File: config.mk
export PLATFORM = sky130hd
export DESIGN_NAME = serial_add_sub
export DESIGN_NICKNAME = d
export VERILOG_FILES = /design/src/rtl/serial_add_sub.sv
export SDC_FILE = /design/constraint.sdc
export NUM_CORES = 1
export LEC_CHECK = 0
export BUFFER_PORTS_ARGS = -buffer_cell sky130_fd_sc_hd__buf_4
export CORE_ASPECT_RATIO = 1.75
export CORE_UTILIZATION = 49
export CTS_CLUSTER_SIZE = 10
export DETAILED_ROUTE_END_ITERATION = 8
export GPL_TIMING_DRIVEN = 0
export PLACE_DENSITY_LB_ADDON = 0.05
export SLEW_MARGIN = 5
export SYNTH_ARGS = -nofsm -noshare
export SYNTH_HDL_FRONTEND = slang
export SYNTH_SLANG_ARGS = --single-unit
File: constraint.sdc
create_clock -name clk -period 1.47 [get_ports clk]
set_clock_uncertainty 0.2 [all_clocks]
set_input_delay 0.3675 -clock clk [delete_from_list [all_inputs] [get_ports clk]]
set_output_delay 0.3675 -clock clk [all_outputs]
set_load 0.01 [all_outputs]
File: src/rtl/serial_add_sub.sv
// Bit-serial adder/subtractor: one full-adder step per clock, LSB first.
// Operands are captured on start; sum/cout/overflow update on the completion edge.
module serial_add_sub #(
  parameter int WIDTH = 8
) (
  input  logic             clk,
  input  logic             rst_n,
  input  logic             start,
  input  logic             sub,
  input  logic [WIDTH-1:0] a,
  input  logic [WIDTH-1:0] b,
  output logic             busy,
  output logic             done,
  output logic [WIDTH-1:0] sum,
  output logic             cout,
  output logic             overflow
);
  typedef enum logic {IDLE, RUN} state_t;

  localparam int            CW   = $clog2(WIDTH);
  localparam logic [CW-1:0] LAST = CW'(WIDTH - 1);

  state_t           state, state_nxt;
  logic [CW-1:0]    cnt;
  logic [WIDTH-1:0] sa, sb, sr;
  logic             carry;
  logic             bit_s, bit_c, last;

  always_comb begin
    bit_s = sa[0] ^ sb[0] ^ carry;
    bit_c = (sa[0] & sb[0]) | (sa[0] & carry) | (sb[0] & carry);
    last  = (cnt == LAST);
  end

  always_ff @(posedge clk or negedge rst_n) begin
    if (!rst_n) state <= IDLE;
    else        state <= state_nxt;
  end

  always_comb begin
    state_nxt = state;
    case (state)
      IDLE: if (start) state_nxt = RUN;
      RUN:  if (last)  state_nxt = IDLE;
      default:         state_nxt = IDLE;
    endcase
  end

  always_comb begin
    busy = (state == RUN);
  end

  // Subtraction is A + ~B + 1: B is inverted at capture and carry seeds to 1.
  always_ff @(posedge clk or negedge rst_n) begin
    if (!rst_n) begin
      sa       <= '0;
      sb       <= '0;
      sr       <= '0;
      carry    <= 1'b0;
      cnt      <= '0;
      done     <= 1'b0;
      sum      <= '0;
      cout     <= 1'b0;
      overflow <= 1'b0;
    end else begin
      done <= 1'b0;
      case (state)
        IDLE: if (start) begin
          sa    <= a;
          sb    <= sub ? ~b : b;
          carry <= sub;
          cnt   <= '0;
        end
        RUN: begin
          sr    <= {bit_s, sr[WIDTH-1:1]};
          sa    <= sa >> 1;
          sb    <= sb >> 1;
          carry <= bit_c;
          cnt   <= cnt + 1'b1;
          if (last) begin
            // carry here is the carry into the MSB
            sum      <= {bit_s, sr[WIDTH-1:1]};
            cout     <= bit_c;
            overflow <= carry ^ bit_c;
            done     <= 1'b1;
          end
        end
        default: ;
      endcase
    end
  end
endmodule

=== Word-level counts from Yosys, hierarchy flattened ===
Index checks and enable logic that the tools add are counted.
Widths: inputs -> output; s select.

* Add/sub/neg operators: 1
* Equality and inequality tests: 2
* Mux-type cells: 14
* Bitwise operators: 10
* Reductions and logical operators: 1

{| class="wikitable"
|+ Operator list
! kind !! count
|-
| $pmux 8 s2 || 2
|-
| $mux 8 || 3
|-
| $not 8->8 || 1
|-
| $pmux 3 s2 || 1
|-
| $mux 1 || 5
|-
| $pmux 1 s2 || 2
|-
| $add 3x1->3 const B || 1
|-
| $and 1x1->1 || 3
|-
| $eq 3x3->1 const B || 1
|-
| $mux 3 || 1
|-
| $xor 1x1->1 || 3
|-
| $ne 2x2->1 const B || 1
|-
| $or 1x1->1 || 2
|-
| $reduce_and 2->1 || 1
|-
| $not 1->1 || 1
|}

* Register bits after elaboration: 40
* Bits of input ports: 20
* Output and inout port bits: 12
* Logic and storage cells: 38

=== Longest topological paths before layout ===
* Word-level depth: 4
* Gate-level depth with buffers: 5

=== Worst setup path after synthesis ===
No wires, ideal clock.

* Kind: reg-to-reg
* Start: register cnt[0]
* End: register cout
* Setup time: 125 ps
* Data arrival time: 1283 ps
* Required time: 1145 ps
* Slack: -137 ps
* Cell stages (with the launch flop): 6
* Buffers on the path: 1
* Cell sequence: dfrtp_1 -> ha_1 -> ha_1 -> nand2_1 -> buf_6 -> mux2_2

* Longest elaborated chain between the ends: 2

{| class="wikitable"
|+ Ends and longest elaborated chain
! item !! RTL line !! text
|-
| start: declaration || 24 || <nowiki>logic [CW-1:0] cnt;</nowiki>
|-
| start signal: assignment || 79 || <nowiki>cnt <= cnt + 1'b1;</nowiki>
|-
| $eq 3x3->1 || 32 || <nowiki>last = (cnt == LAST);</nowiki>
|-
| $reduce_and 2->1 (no line) || n/a ||
|-
| end signal: assignment || 83 || <nowiki>cout <= bit_c;</nowiki>
|-
| end: declaration || 15 || <nowiki>output logic cout,</nowiki>
|}

No other way between the ends.
A chain may end at the register's enable or synchronous reset.

=== Final worst setup path ===
* Start: register cnt[0]
* End: register sum[3]

* Longest elaborated chain between the ends: 2

{| class="wikitable"
|+ Ends and longest elaborated chain
! item !! RTL line !! text
|-
| $eq 3x3->1 || 32 ||
|-
| $reduce_and 2->1 (no line) || n/a ||
|-
| end signal: assignment || 82 || <nowiki>sum <= {bit_s, sr[WIDTH-1:1]};</nowiki>
|-
| end: declaration || 14 || <nowiki>output logic [WIDTH-1:0] sum,</nowiki>
|}

No other way between the ends.

==> impl_metrics.tcl <==
set metrics [dict create \
    status "finished with violations" \
    failed_checks "setup timing" \
    drv_slew 0 \
    synth-seq-cells 39 \
    post_synth.cell_area_avg_um2 12.9 \
    critPathLaunchType "flop" \
    drt_first_iter_violations 13 \
    clkLatencyLatePin_ns 0.29 \
    grt_overflow 0 \
    maxCapViolations 0 \
    period_needed_ns 1.59 \
    setup_ws_ns -0.119 \
    crit-reg2reg-capture "sum[3]" \
    grt_pass1_wl_um 5180 \
    routabilityCongestion 0.784 \
    cts_max_path_buffers 2 \
    power_density_mw_per_mm2 1890 \
    wl_per_cell_um 13.9 \
    path_class "reg -> reg" \
    tightest_slew_ns 0.472 \
    syn_nets 158 \
    antenna_cells 0 \
    tns_ns -1.13 \
    drc 0 \
    clk_pin_slew_ns 0.07 \
    fillers 282 \
    synth-seq-area-share_pct 56.2 \
    cts_buffers 5 \
    synth_top_area_cell "dfrtp_1" \
    ir_drop_mv 1.18 \
    io_pins 32 \
    path_depth 5 \
    path_cells "ha_2 -> ha_4 -> nand2_4 -> buf_12 -> mux2_4" \
    via_per_inst 5.26 \
    arrival_ns 1.57 \
    first_pass_iters 4 \
    synth_top_area_share_pct 56.2 \
    vias 1172 \
    synth.area.top_cells "dfrtp_1 56%, mux2_2 11%, mux2i_1 5.2%" \
    end_kind "flop" \
    crit_buf_inv 1 \
    die_h_um 80.8 \
    tritoncts "built" \
    critPathMaxFanout 10 \
    grt_pass1_vias 1174 \
    port_buffers 30 \
    drtAntennaViolNets 0 \
    drive_above_1_share_pct 42.7 \
    dpl.hpwl_um 2260 \
    num_rows 28 \
    core_mm2 0.00340 \
    fin_crit_sh_pct 108 \
    area_delta_synth_final_pct 27.9 \
    r2r_cells 5 \
    relSlewSlack_pct 68.5 \
    ys.flop_type "dfrtp_1" \
    synth.most_common_cell "dfrtp_1" \
    initial_utilization_pct 51.1 \
    grt_usage_pct 19.5 \
    slowest_stage "dfrtp_1" \
    synthDistinctLibCells 23 \
    crit_end "sum[3]" \
    synth_top_cells_by_count "39 x dfrtp_1, 17 x mux2_2, 14 x nand2_1, 10 x o21ai_0, 9 x mux2i_1" \
    die_area_mm2 0.00380 \
    fin_total_pwr_w 0.00420 \
    hold_viol 0 \
    critPathMaxStageDelay_ns 0.40 \
    leakage_nw 1.09 \
    rsz0062_at_grt "true" \
    synth-edff-count 0 \
    reg2reg_from "cnt[0]" \
    synth_cells 135 \
    crit_start "cnt[0]" \
    regToRegSetupSlack_ns -0.12 \
    final_nets 200 \
    cts_sinks 39 \
    multi_input_area_um2 754 \
    crit_family "flip-flops" \
    regArea_um2 976 \
    hold_class "in -> reg" \
    wl_um 3090 \
    grt_max_degree 40 \
    required_ns 1.45 \
    htreeDepth 2 \
    setup_viol 11 \
    ctsRootBufferMaster "clkbuf_8" \
    ys_async_sr_fraction_pct 100 \
    max_freq_mhz 629 \
    die_x_um 47.0 \
    antenna_found_initial 0 \
    synth_area_mm2 0.00174 \
    ys_warn_count 0 \
    whs_ns 0.136 \
]
layout by cell type (no fill, tap or decap), types with 3 or more instances in the layout:
cell / count
nand2_1: 13
buf_6: 3
buf_4: 34
nor2_1: 3
xnor2_1: 6
or3b_2: 4
o21ai_0: 9
clkbuf_8: 5
xor2_1: 3
o211ai_1: 4
mux2_4: 10
dfrtp_1: 39
mux2i_1: 9
buf_2: 4
mux2_2: 7
final cells by class:
class	count	share of cell area (%)
sequential	39	43.9
multi-input combinational	85	34.0
timing repair buffer	35	11.9
buffer	9	3.66
clock buffer	7	3.43
tap	45	2.53
inverter	2	0.338
clock inverter	1	0.225
cell families (layout without fill, tap and decap cells):
group | after synthesis | in the layout | synth area share, %
simple gates | 27 | 27 | 8.14
mux | 26 | 26 | 16.2
buf+inv | 11 | 54 | 4.46
fa+ha+maj | 3 | 3 | 2.59
flops | 39 | 39 | 56.2
xor+xnor | 9 | 9 | 4.54
compound gates | 20 | 20 | 7.92
how the worst min path moves through the flow:
stage	endpoint	cells after the start	slack, ns	from
finish	sa[7]	3	0.14	a[7]
CTS	sa[7]	3	0.15	a[7]
global route	sa[7]	3	0.15	a[7]
floorplan	busy	0	-0.13	rst_n
global placement	sum[0]	1	0.15	rst_n
detailed placement	sr[1]	1	0.16	rst_n
per-layer routing:
layer / part of all wire [%] / vias up / GRT usage [%]
met2: 55 / 32 / 30.7
met1: 38 / 582 / 23.5
met3: 4.1 / 7 / 4.67
met4: 2.4 / 0 / 11.1
li1: - / 551 / -
met5: 0 / - / 0
tightest hold or removal path, cell delays in order:
cell	delay, ns
buf_4	0.07
mux2i_1	0.06
nor2_1	0.09
through the flow:
| stage | instances | utilization (%) | instance area, µm² | setup slack [ns] |
|---|---|---|---|---|
| floorplan | 135 | - | 1800 | -0.0505 |
| global placement | 210 | 61.3 | 2080 | -0.103 |
| detailed placement | 210 | 61.3 | 2080 | -0.138 |
| CTS | 220 | 64.4 | 2190 | -0.135 |
| global route | 223 | 65.4 | 2220 | -0.166 |
| finish | 223 | 65.4 | 2220 | -0.119 |
sequential cells by signal (all words and copies together) (netlist names):
signal    flops
sb            8
carry         1
busy          1
cout          1
sr            7
overflow      1
done          1
cnt           3
sa            8
sum           8
report_power, final:
group	switching [W]	internal [W]
sequential	0.000290	0.00155
combinational	0.000655	0.00102
clock	0.000353	0.000333
total	0.00130	0.00290
timing repair:
action | in CTS | in global routing
hold endpoints to repair | 39 | 0
hold buffers | 1 | 0
resized for setup | 2 | 4
pin swaps | 1 | 1
endpoints found under the setup margin | 11 | 21
setup buffers | 1 | 3
No activity file was read; power rests on OpenSTA's default activity.
